<file path="config.mk">
export PLATFORM = sky130hd
export DESIGN_NAME = store_buffer
export DESIGN_NICKNAME = d
export VERILOG_FILES = /design/src/rtl/store_buffer_pkg.sv /design/src/rtl/sb_fwd_match.sv /design/src/rtl/store_buffer.sv
export SDC_FILE = /design/constraint.sdc
export NUM_CORES = 1
export LEC_CHECK = 0
export CAP_MARGIN = 20
export CORE_MARGIN = 2
export CORE_UTILIZATION = 30
export CTS_CLUSTER_DIAMETER = 60
export DETAILED_ROUTE_END_ITERATION = 6
export GPL_TIMING_DRIVEN = 1
export PLACE_DENSITY = 0.5
export SKIP_CTS_REPAIR_TIMING = 1
export SLEW_MARGIN = 20
export SYNTH_ARGS = -nofsm -noshare
export SYNTH_HDL_FRONTEND = slang
export SYNTH_SLANG_ARGS = --single-unit
</file>
<file path="constraint.sdc">
create_clock -name CLK -period 8.8 [get_ports CLK]
set_clock_uncertainty 0.2 [all_clocks]
set_input_delay 0.88 -clock CLK [delete_from_list [all_inputs] [get_ports CLK]]
set_output_delay 0.88 -clock CLK [all_outputs]
set_load 0.02 [all_outputs]
</file>
<file path="src/rtl/store_buffer_pkg.sv">
// Shared types and sizing helpers for the store buffer.
// Entries hold a word index plus the full data word.
package store_buffer_pkg;

  localparam int SB_DEPTH_DEFAULT = 4;
  localparam int SB_WORD          = 32;
  localparam int SB_PTR_W         = $clog2(SB_DEPTH_DEFAULT);

  typedef struct packed {
    logic [SB_WORD-3:0] addr;
    logic [SB_WORD-1:0] data;
  } sb_entry_t;

  function automatic int sb_ptr_w(input int depth);
    return (depth > 1) ? $clog2(depth) : 1;
  endfunction

endpackage

</file>
<file path="src/rtl/sb_fwd_match.sv">
// Youngest-match forwarding selector over the store buffer entries.
// Scans oldest to youngest so the entry nearest the tail wins.
module sb_fwd_match
  import store_buffer_pkg::*;
#(
  parameter int DEPTH = SB_DEPTH_DEFAULT,
  parameter int PW    = sb_ptr_w(DEPTH)
) (
  input  sb_entry_t [DEPTH-1:0] entries_i,
  input  logic [DEPTH-1:0]      valid_i,
  input  logic [PW-1:0]         tail_i,
  input  logic [SB_WORD-3:0]    addr_i,
  output logic                  hit_o,
  output logic [SB_WORD-1:0]    data_o
);

  logic [PW-1:0] idx;

  always_comb begin
    hit_o  = 1'b0;
    data_o = '0;
    idx    = '0;
    for (int k = DEPTH; k >= 1; k--) begin
      idx = tail_i - PW'(k);
      if (valid_i[idx] && entries_i[idx].addr == addr_i) begin
        hit_o  = 1'b1;
        data_o = entries_i[idx].data;
      end
    end
  end

endmodule

</file>
<file path="src/rtl/store_buffer.sv">
// Word-granular store buffer between core load/store path and data memory.
// Stores drain on cycles the memory port is free; loads forward from the youngest hit.
module store_buffer
  import store_buffer_pkg::*;
#(
  parameter int DEPTH    = SB_DEPTH_DEFAULT,
  parameter int WordSize = SB_WORD
) (
  input  logic                CLK,
  input  logic                Reset,
  input  logic [WordSize-1:0] core_addr,
  input  logic                core_rd,
  input  logic                core_wr,
  input  logic [WordSize-1:0] core_din,
  output logic [WordSize-1:0] core_dout,
  output logic                core_stall,
  output logic [WordSize-1:0] Mem_Addr,
  output logic                Mem_rd,
  output logic                Mem_wr,
  output logic [WordSize-1:0] Mem_DIN,
  input  logic [WordSize-1:0] Mem_DOUT,
  output logic                sb_empty
);

  localparam int PW = sb_ptr_w(DEPTH);
  localparam int CW = PW + 1;

  sb_entry_t [DEPTH-1:0] ent_q;
  logic [PW-1:0] head_q, head_d;
  logic [PW-1:0] tail_q, tail_d;
  logic [CW-1:0] count_q, count_d;

  logic [DEPTH-1:0] valid;
  logic [PW-1:0]    off;
  logic             hit;
  logic [WordSize-1:0] fwd_data;
  logic full, empty, ld_miss, drain, push;

  // An entry is live when its distance from head is below count.
  always_comb begin
    valid = '0;
    off   = '0;
    for (int i = 0; i < DEPTH; i++) begin
      off      = PW'(i) - head_q;
      valid[i] = CW'(off) < count_q;
    end
  end

  sb_fwd_match #(
    .DEPTH(DEPTH),
    .PW   (PW)
  ) u_match (
    .entries_i(ent_q),
    .valid_i  (valid),
    .tail_i   (tail_q),
    .addr_i   (core_addr[WordSize-1:2]),
    .hit_o    (hit),
    .data_o   (fwd_data)
  );

  assign full    = count_q == CW'(DEPTH);
  assign empty   = count_q == '0;
  assign ld_miss = core_rd && !hit;
  assign drain   = !empty && !ld_miss && (!core_wr || full);
  assign push    = core_wr && !core_rd && !full;

  assign core_stall = core_wr && !core_rd && full;
  assign sb_empty   = empty;
  assign core_dout  = (core_rd && hit) ? fwd_data : Mem_DOUT;
  assign Mem_rd     = ld_miss;
  assign Mem_wr     = drain;
  assign Mem_Addr   = drain ? {ent_q[head_q].addr, 2'b00} : core_addr;
  assign Mem_DIN    = drain ? ent_q[head_q].data : '0;

  // Push and pop are mutually exclusive, so count moves by at most one.
  assign head_d  = drain ? head_q + PW'(1) : head_q;
  assign tail_d  = push ? tail_q + PW'(1) : tail_q;
  assign count_d = count_q + CW'(push) - CW'(drain);

  always_ff @(posedge CLK or posedge Reset) begin
    if (Reset) begin
      ent_q   <= '0;
      head_q  <= '0;
      tail_q  <= '0;
      count_q <= '0;
    end else begin
      if (push) begin
        ent_q[tail_q].addr <= core_addr[WordSize-1:2];
        ent_q[tail_q].data <= core_din;
      end
      head_q  <= head_d;
      tail_q  <= tail_d;
      count_q <= count_d;
    end
  end

endmodule

</file>
# ---- Word level (Yosys, flattened, before mapping)
# Index checks and enable logic that the tools add are counted.
dict set report totals {
  reg_bits 255
  inputBits 100
  word_cells 92
}
dict set report op_classes {
  add_sub_neg 11
  order_cmp 10
  n_eq_ne 5
  mux 35
  reduce_logical 20
}
# cell n
set op_table {}
lappend op_table {{$bmux W62 S2} 5}
lappend op_table {{$bwmux W248} 2}
lappend op_table {{$mux W62} 6}
lappend op_table {{$mux W32} 8}
lappend op_table {{$demux W62 S2} 2}
lappend op_table {{$eq A30 B30 Y1} 4}
lappend op_table {{$lt A2 B3 Y1 const B} 5}
lappend op_table {{$logic_and A1 B1 Y1} 12}
lappend op_table {{$lt A2 B3 Y1} 4}
lappend op_table {{$bmux W1 S2} 4}
lappend op_table {{$mux W1} 8}
lappend op_table {{$logic_not A1 Y1} 6}
lappend op_table {{$add A2 B1 Y2 const B} 2}
lappend op_table {{$sub A1 B2 Y2 const A} 2}
lappend op_table {{$sub A2 B2 Y2 const A} 2}
lappend op_table {{$sub A2 B2 Y2 const B} 2}
lappend op_table {{$add A3 B1 Y3} 1}
lappend op_table {{$eq A3 B3 Y1 const B} 1}
lappend op_table {{$logic_not A3 Y1} 1}
lappend op_table {{$sub A3 B1 Y3} 1}
lappend op_table {{$ge A2 B1 Y1 const B} 1}
lappend op_table {{$sub A2 B1 Y2 const B} 1}
lappend op_table {{$logic_or A1 B1 Y1} 1}

# ---- Depth between registers and ports, before layout
dict set report depth {
  word_depth 15
  depth_mapped 26
  mapped_depth_nobuf 16
}

# ---- By module
# From an unflattened synthesis, not the netlist that was laid out.
dict set report unflattened {
  hier_cells 1710
  hier_area_um2 20638.5
}
# module instances cells_per_inst area_per_inst_um2
set by_module_without_submodules {}
lappend by_module_without_submodules {store_buffer 1 763 12309.3}
lappend by_module_without_submodules {sb_fwd_match 1 947 8329.2}

# ---- Least setup slack after synthesis
# No wires, ideal clock.
dict set report synth_path {
  path_kind {flip-flop to output port}
  startpoint {reg tail_q[0]}
  endpoint {out core_dout[17]}
  arrival_time_ps 4479
  required_ps 7720
  slack_ps 3241
  stages_incl_launch_ff 19
  path_cell_list {dfrtp_1 buf_4 buf_6 buf_6 inv_2 buf_1 ha_1 buf_6 buf_6 mux4_2 xor2_1 nor4_1 nand2_1 or4_1 buf_2 o22ai_4 buf_2 nor2_1 o32ai_1}
}
dict set report synth_between {
  word_cells_on_any_way 37
  cone_classes {3 x add/sub; 4 x eq/ne; 25 x mux; 5 x reduce/logical}
}
# element line_no
set synth_rtl {}
lappend synth_rtl {{from (decl)} store_buffer.sv:30} ;# logic [PW-1:0] tail_q, tail_d;
lappend synth_rtl {{from (signal assigned)} store_buffer.sv:92} ;# tail_q <= tail_d;
lappend synth_rtl {{$sub A2 B1 Y2 *} sb_fwd_match.sv:24} ;# idx = tail_i - PW'(k);
lappend synth_rtl {{via u_match.idx[0]} sb_fwd_match.sv:17} ;# logic [PW-1:0] idx;
lappend synth_rtl {{$bmux W62 S2} {sb_fwd_match.sv:25, sb_fwd_match.sv:27}}
lappend synth_rtl {{$mux W62 (implied by the code)} sb_fwd_match.sv:25} ;# if (valid_i[idx] && entries_i[idx].addr == addr_i) begin
lappend synth_rtl {{$eq A30 B30 Y1} sb_fwd_match.sv:25}
lappend synth_rtl {{$logic_and A1 B1 Y1} sb_fwd_match.sv:25}
lappend synth_rtl {{$mux W1} sb_fwd_match.sv:25}
lappend synth_rtl {{$logic_and A1 B1 Y1} store_buffer.sv:69} ;# assign core_dout = (core_rd && hit) ? fwd_data : Mem_DOUT;
lappend synth_rtl {{$mux W32 *} store_buffer.sv:69}
lappend synth_rtl {{to (decl)} store_buffer.sv:15} ;# output logic [WordSize-1:0] core_dout,
# The timed path passes the listed nets; every way through them passes the cells marked *. The select of a mux whose other input is x is not followed.

# ---- Worst setup path after layout
dict set report layout_path {
  startpoint {reg tail_q[0]}
  endpoint {out core_dout[25]}
}
dict set report layout_between {
  elab_chain_len 10
  word_cells_on_any_way 37
  cone_classes {3 x add/sub; 4 x eq/ne; 25 x mux; 5 x reduce/logical}
}
# element line_no
set layout_rtl {}
lappend layout_rtl {{$sub A2 B2 Y2 / $bmux W62 S2 (equally long branches)} {sb_fwd_match.sv:24, sb_fwd_match.sv:25, sb_fwd_match.sv:27}}
lappend layout_rtl {{$bmux W62 S2 / $mux W62 (equally long branches)} {sb_fwd_match.sv:25, sb_fwd_match.sv:27}}
lappend layout_rtl {{$mux W62 (implied by the code) / $eq A30 B30 Y1 (equally long branches)} {sb_fwd_match.sv:27, sb_fwd_match.sv:25}}
lappend layout_rtl {{$eq A30 B30 Y1 / $logic_and A1 B1 Y1 (equally long branches)} sb_fwd_match.sv:25}
lappend layout_rtl {{$logic_and A1 B1 Y1 / $mux W1 (equally long branches)} sb_fwd_match.sv:25}
lappend layout_rtl {{$mux W1 (3 in series)} sb_fwd_match.sv:25}
lappend layout_rtl {{$logic_and A1 B1 Y1} store_buffer.sv:69}
lappend layout_rtl {{$mux W32 *} store_buffer.sv:69}
# Every way passes the cells marked *; elsewhere a longest branch is shown, timed or not. The select of a mux whose other input is x is not followed.

==> impl_summary.txt <==
----------------------------------------------------
[Detailed routing]
  Final WL ... 73500 µm
  Routed length on met2 ... 35400 µm
  Antenna viol nets, final ... 0
  Total via count in the routed design ... 15800
  Residual DRC ... 0
  Avg WL per Cell ... 27.5 µm
  DR iter-0 viols ... 1111
  DRT met1 WL ... 32700 µm
  Highest metal used ... met4
  Via-per-instance ratio ... 5.92
  TritonRoute pass-1 iters ... 5
  Routed wl met3 ... 3400 µm

[Logic synthesis]
  Cells after Synth ... 1597
  Async S/R FF share, synth ... 100%
  Number of synthesized flops with an enable pin ... 0
  Most frequent cells after synthesis ... sky130_fd_sc_hd__mux4_2 (287), sky130_fd_sc_hd__mux2_2 (270), sky130_fd_sc_hd__dfrtp_1 (255), sky130_fd_sc_hd__xnor2_1 (98), sky130_fd_sc_hd__clkbuf_1 (89)
  Count leader, synth ... sky130_fd_sc_hd__mux4_2
  Library cell with the largest summed area after synthesis ... sky130_fd_sc_hd__mux4_2
  Share of Yosys cell area claimed by the top area cell type ... 30.2%
  Distinct cell type count of the synthesized netlist ... 67
  Sequential fraction of the synthesis area ... 29.8%
  Mapped cell area ... 21400 µm²
  Most used flip-flop cell after synthesis ... sky130_fd_sc_hd__dfrtp_1
  Syn avg cell area ... 13.4 µm²
  Synth area leaders ... sky130_fd_sc_hd__mux4_2 (30%), sky130_fd_sc_hd__dfrtp_1 (30%), sky130_fd_sc_hd__mux2_2 (14%)
  Count of warnings emitted by yosys ... 0
  Syn Nets ... 1708
  Register bit total from synthesis ... 255

[Clocking]
  TritonCTS clock tree ... done
  Clk sinks ... 255
  Reg clk slew, reported paths ... 60 ps
  Maximum level of the CTS H-tree ... 2
  Maximum buffer depth of the clock tree ... 3
  Clock root buffer master ... sky130_fd_sc_hd__clkbuf_16
  Latest clock arrival within the worst-skew pair ... 570 ps
  Number of buffers inserted during clock tree synthesis ... 39

[Pwr]
  Comb pwr share ... 61.7%
  Design internal power ... 6650 µW
  Switching Power ... 4730 µW
  Clk network pwr share ... 14.5%
  Net Sw Frac ... 41.5%
  Leakage dissipation ... 0.00932 µW
  Portion of total power attributed to sequential cells ... 23.8%
  Maximum VDD drop ... 270 µV
  PwrDens ... 447 nW/µm²

[GRT]
  Number of global-route vias before repair ... 16200
  Wire length of the first global-routing pass ... 111000 µm
  Number of antenna violations at the first check in global routing ... 2
  Maximum number of pins on one net before global-route repair ... 145
  Total GRT Usage ... 19.8%
  Total congestion overflow after global routing ... 0

[STA]
  Slew at the pin with the worst max-slew slack ... 1220 ps
  Setup repair after global routing missed its margin ... false
  Time the worst path needs with I/O delays and setup ... 7560 ps
  Max_slew headroom ... 18.9%
  Total of endpoints with negative setup slack in the final report ... 0
  Fmax ... 132 MHz
  Final period utilization ... 85.9%
  Final count of hold timing violations ... 0
  Final Max Tran Viols ... 0
  Accumulated negative setup slack ... 0 ps

[Setup path]
  Worst flop-to-flop path endpoint ... count_q[2]$_DFF_PP0_
  Worst Reg-to-Reg Cells ... 18
  Worst setup path start ... tail_q[0]$_DFFE_PP0P_
  Setup CP Type ... register to primary output
  Worst reg-to-reg setup slack ... 2300 ps
  Maximum net fanout on the critical path ... 35
  Critical path startpoint category ... register
  Capture point of the worst path ... core_dout[25]
  Startpoint of the worst register-to-register path ... tail_q[0]$_DFFE_PP0P_
  Arrival time worst endpoint ... 6480 ps
  CP Data Required Time ... 7720 ps
  Critical Path End Type ... primary output

[Die]
  Core outline area ... 70400 µm²
  Effective utilization at floorplan ... 30.4%
  Top-Level Pins ... 200
  Die Wd ... 271 µm
  Height of the die ... 271 µm
  Row cnt ... 97
  Overall die area ... 73500 µm²

[Worst hold path]
  Worst hold path class ... register to register
  Cell depth of the worst min-delay path ... 1

[Layout]
  FF/Latch Area ... 6400 µm²
  Filler instances ... 6898
  Layout cell share with drive strength beyond 1 ... 40.2%
  Multi-input gate area ... 14200 µm²
  Area growth from synthesis to layout ... 18.9%
  Area of all placed cells without fillers ... 25500 µm²
  Final nets ... 1808

[Place]
  Area of placed instances ... 24100 µm²
  RePlAce Congestion ... 0.848
  Number of buffer cells added on primary ports ... 199
  Detailed placement HPWL ... 48000 µm

[Outcome]
  Outcome ... finished clean

[Job]
  MaxCap Viol Count ... 0

----------------------------------------------------
[critical path: stages (launching register included)]
cell and delay [ps]:
sky130_fd_sc_hd__dfrtp_4 470, sky130_fd_sc_hd__inv_2 330, sky130_fd_sc_hd__ha_4 650, sky130_fd_sc_hd__buf_4 360
sky130_fd_sc_hd__mux4_2 530, sky130_fd_sc_hd__xor2_1 160, sky130_fd_sc_hd__nor4_1 460, sky130_fd_sc_hd__nand2_1 100
sky130_fd_sc_hd__or4_1 770, sky130_fd_sc_hd__nor2_4 710, sky130_fd_sc_hd__buf_4 370, sky130_fd_sc_hd__o31a_1 170
sky130_fd_sc_hd__a32o_1 160, sky130_fd_sc_hd__clkdlybuf4s50_1 620
[cell families after synthesis]
family,Yosys count,synth area share (%)
buffers and inverters,197,4.46
AOI/OAI and AO/OA,168,6.53
adders and majority gates,11,0.678
DFF,255,29.8
xor gates and xnor gates,130,5.32
and+or+nand+nor,215,5.52
muxes,621,47.7
[layer usage]
layer  global-route usage, %  up-vias
li1                        -     6622
met1                    27.9     8568
met2                    32.0      527
met3                    2.57       94
met4                    5.55        0
met5                       0        -
[final cells by class]
type	instances	share of cell area (%)
Multi-Input combinational cell	1145	55.6
Sequential cell	255	25.1
Timing Repair Buffer	231	8.93
Tap cell	940	4.62
Clock buffer	52	4.30
Clock inverter	19	1.01
Inverter	25	0.398
Antenna cell	2	0.0197
[cell usage in the layout, fill, tap and decap left out, types with 28 or more instances in the layout]
cell type	count
sky130_fd_sc_hd__clkdlybuf4s50_1	199
sky130_fd_sc_hd__xor2_1	32
sky130_fd_sc_hd__nor2b_1	37
sky130_fd_sc_hd__mux4_2	287
sky130_fd_sc_hd__nand2_1	50
sky130_fd_sc_hd__nand4_1	28
sky130_fd_sc_hd__clkbuf_16	40
sky130_fd_sc_hd__buf_4	28
sky130_fd_sc_hd__xnor2_1	98
sky130_fd_sc_hd__mux2i_1	50
sky130_fd_sc_hd__dfrtp_1	251
sky130_fd_sc_hd__mux2_2	270
[worst min path at each step]
| stage | startpoint | end | slack [ps] |
|---|---|---|---|
| detailed placement | ent_q[206]$_DFFE_PP0P_ | ent_q[206]$_DFFE_PP0P_ | 380 |
| global route | ent_q[142]$_DFFE_PP0P_ | ent_q[142]$_DFFE_PP0P_ | 420 |
| floorplan | count_q[0]$_DFF_PP0_ | count_q[0]$_DFF_PP0_ | 340 |
| global placement | ent_q[205]$_DFFE_PP0P_ | ent_q[205]$_DFFE_PP0P_ | 370 |
| finish | ent_q[230]$_DFFE_PP0P_ | ent_q[230]$_DFFE_PP0P_ | 400 |
| CTS | ent_q[206]$_DFFE_PP0P_ | ent_q[206]$_DFFE_PP0P_ | 400 |
[registers in the layout, indices dropped and copies added (netlist names)]
register	count
head_q	2
count_q	3
tail_q	2
ent_q	248
[metrics by stage]
step / total power [µW] / cells / setup slack [ps] / util [%] / hold slack [ps]
3_5_place_dp: 9680 / 2596 / 1810 / 34.2 / 379
5_1_grt: 12000 / 2669 / 947 / 36.2 / 417
3_3_place_gp: 9610 / 2596 / 1860 / 34.2 / 367
2_1_floorplan: 7800 / 1597 / 707 / - / 339
4_1_cts: 11400 / 2667 / 1180 / 36.1 / 396
6_report: 11400 / 2669 / 1240 / 36.2 / 400
[power by group through the flow]
stage                     Clock (µW)  Sequential [µW]  Combinational (µW)
after CTS                       1690             2670                7060
after detailed placement           0             2680                7000
after global placement             0             2630                6980
final                           1650             2700                7020
after global routing            1740             2820                7460
after floorplan                    0             2300                5500
Power figures use the tool's default switching activity.
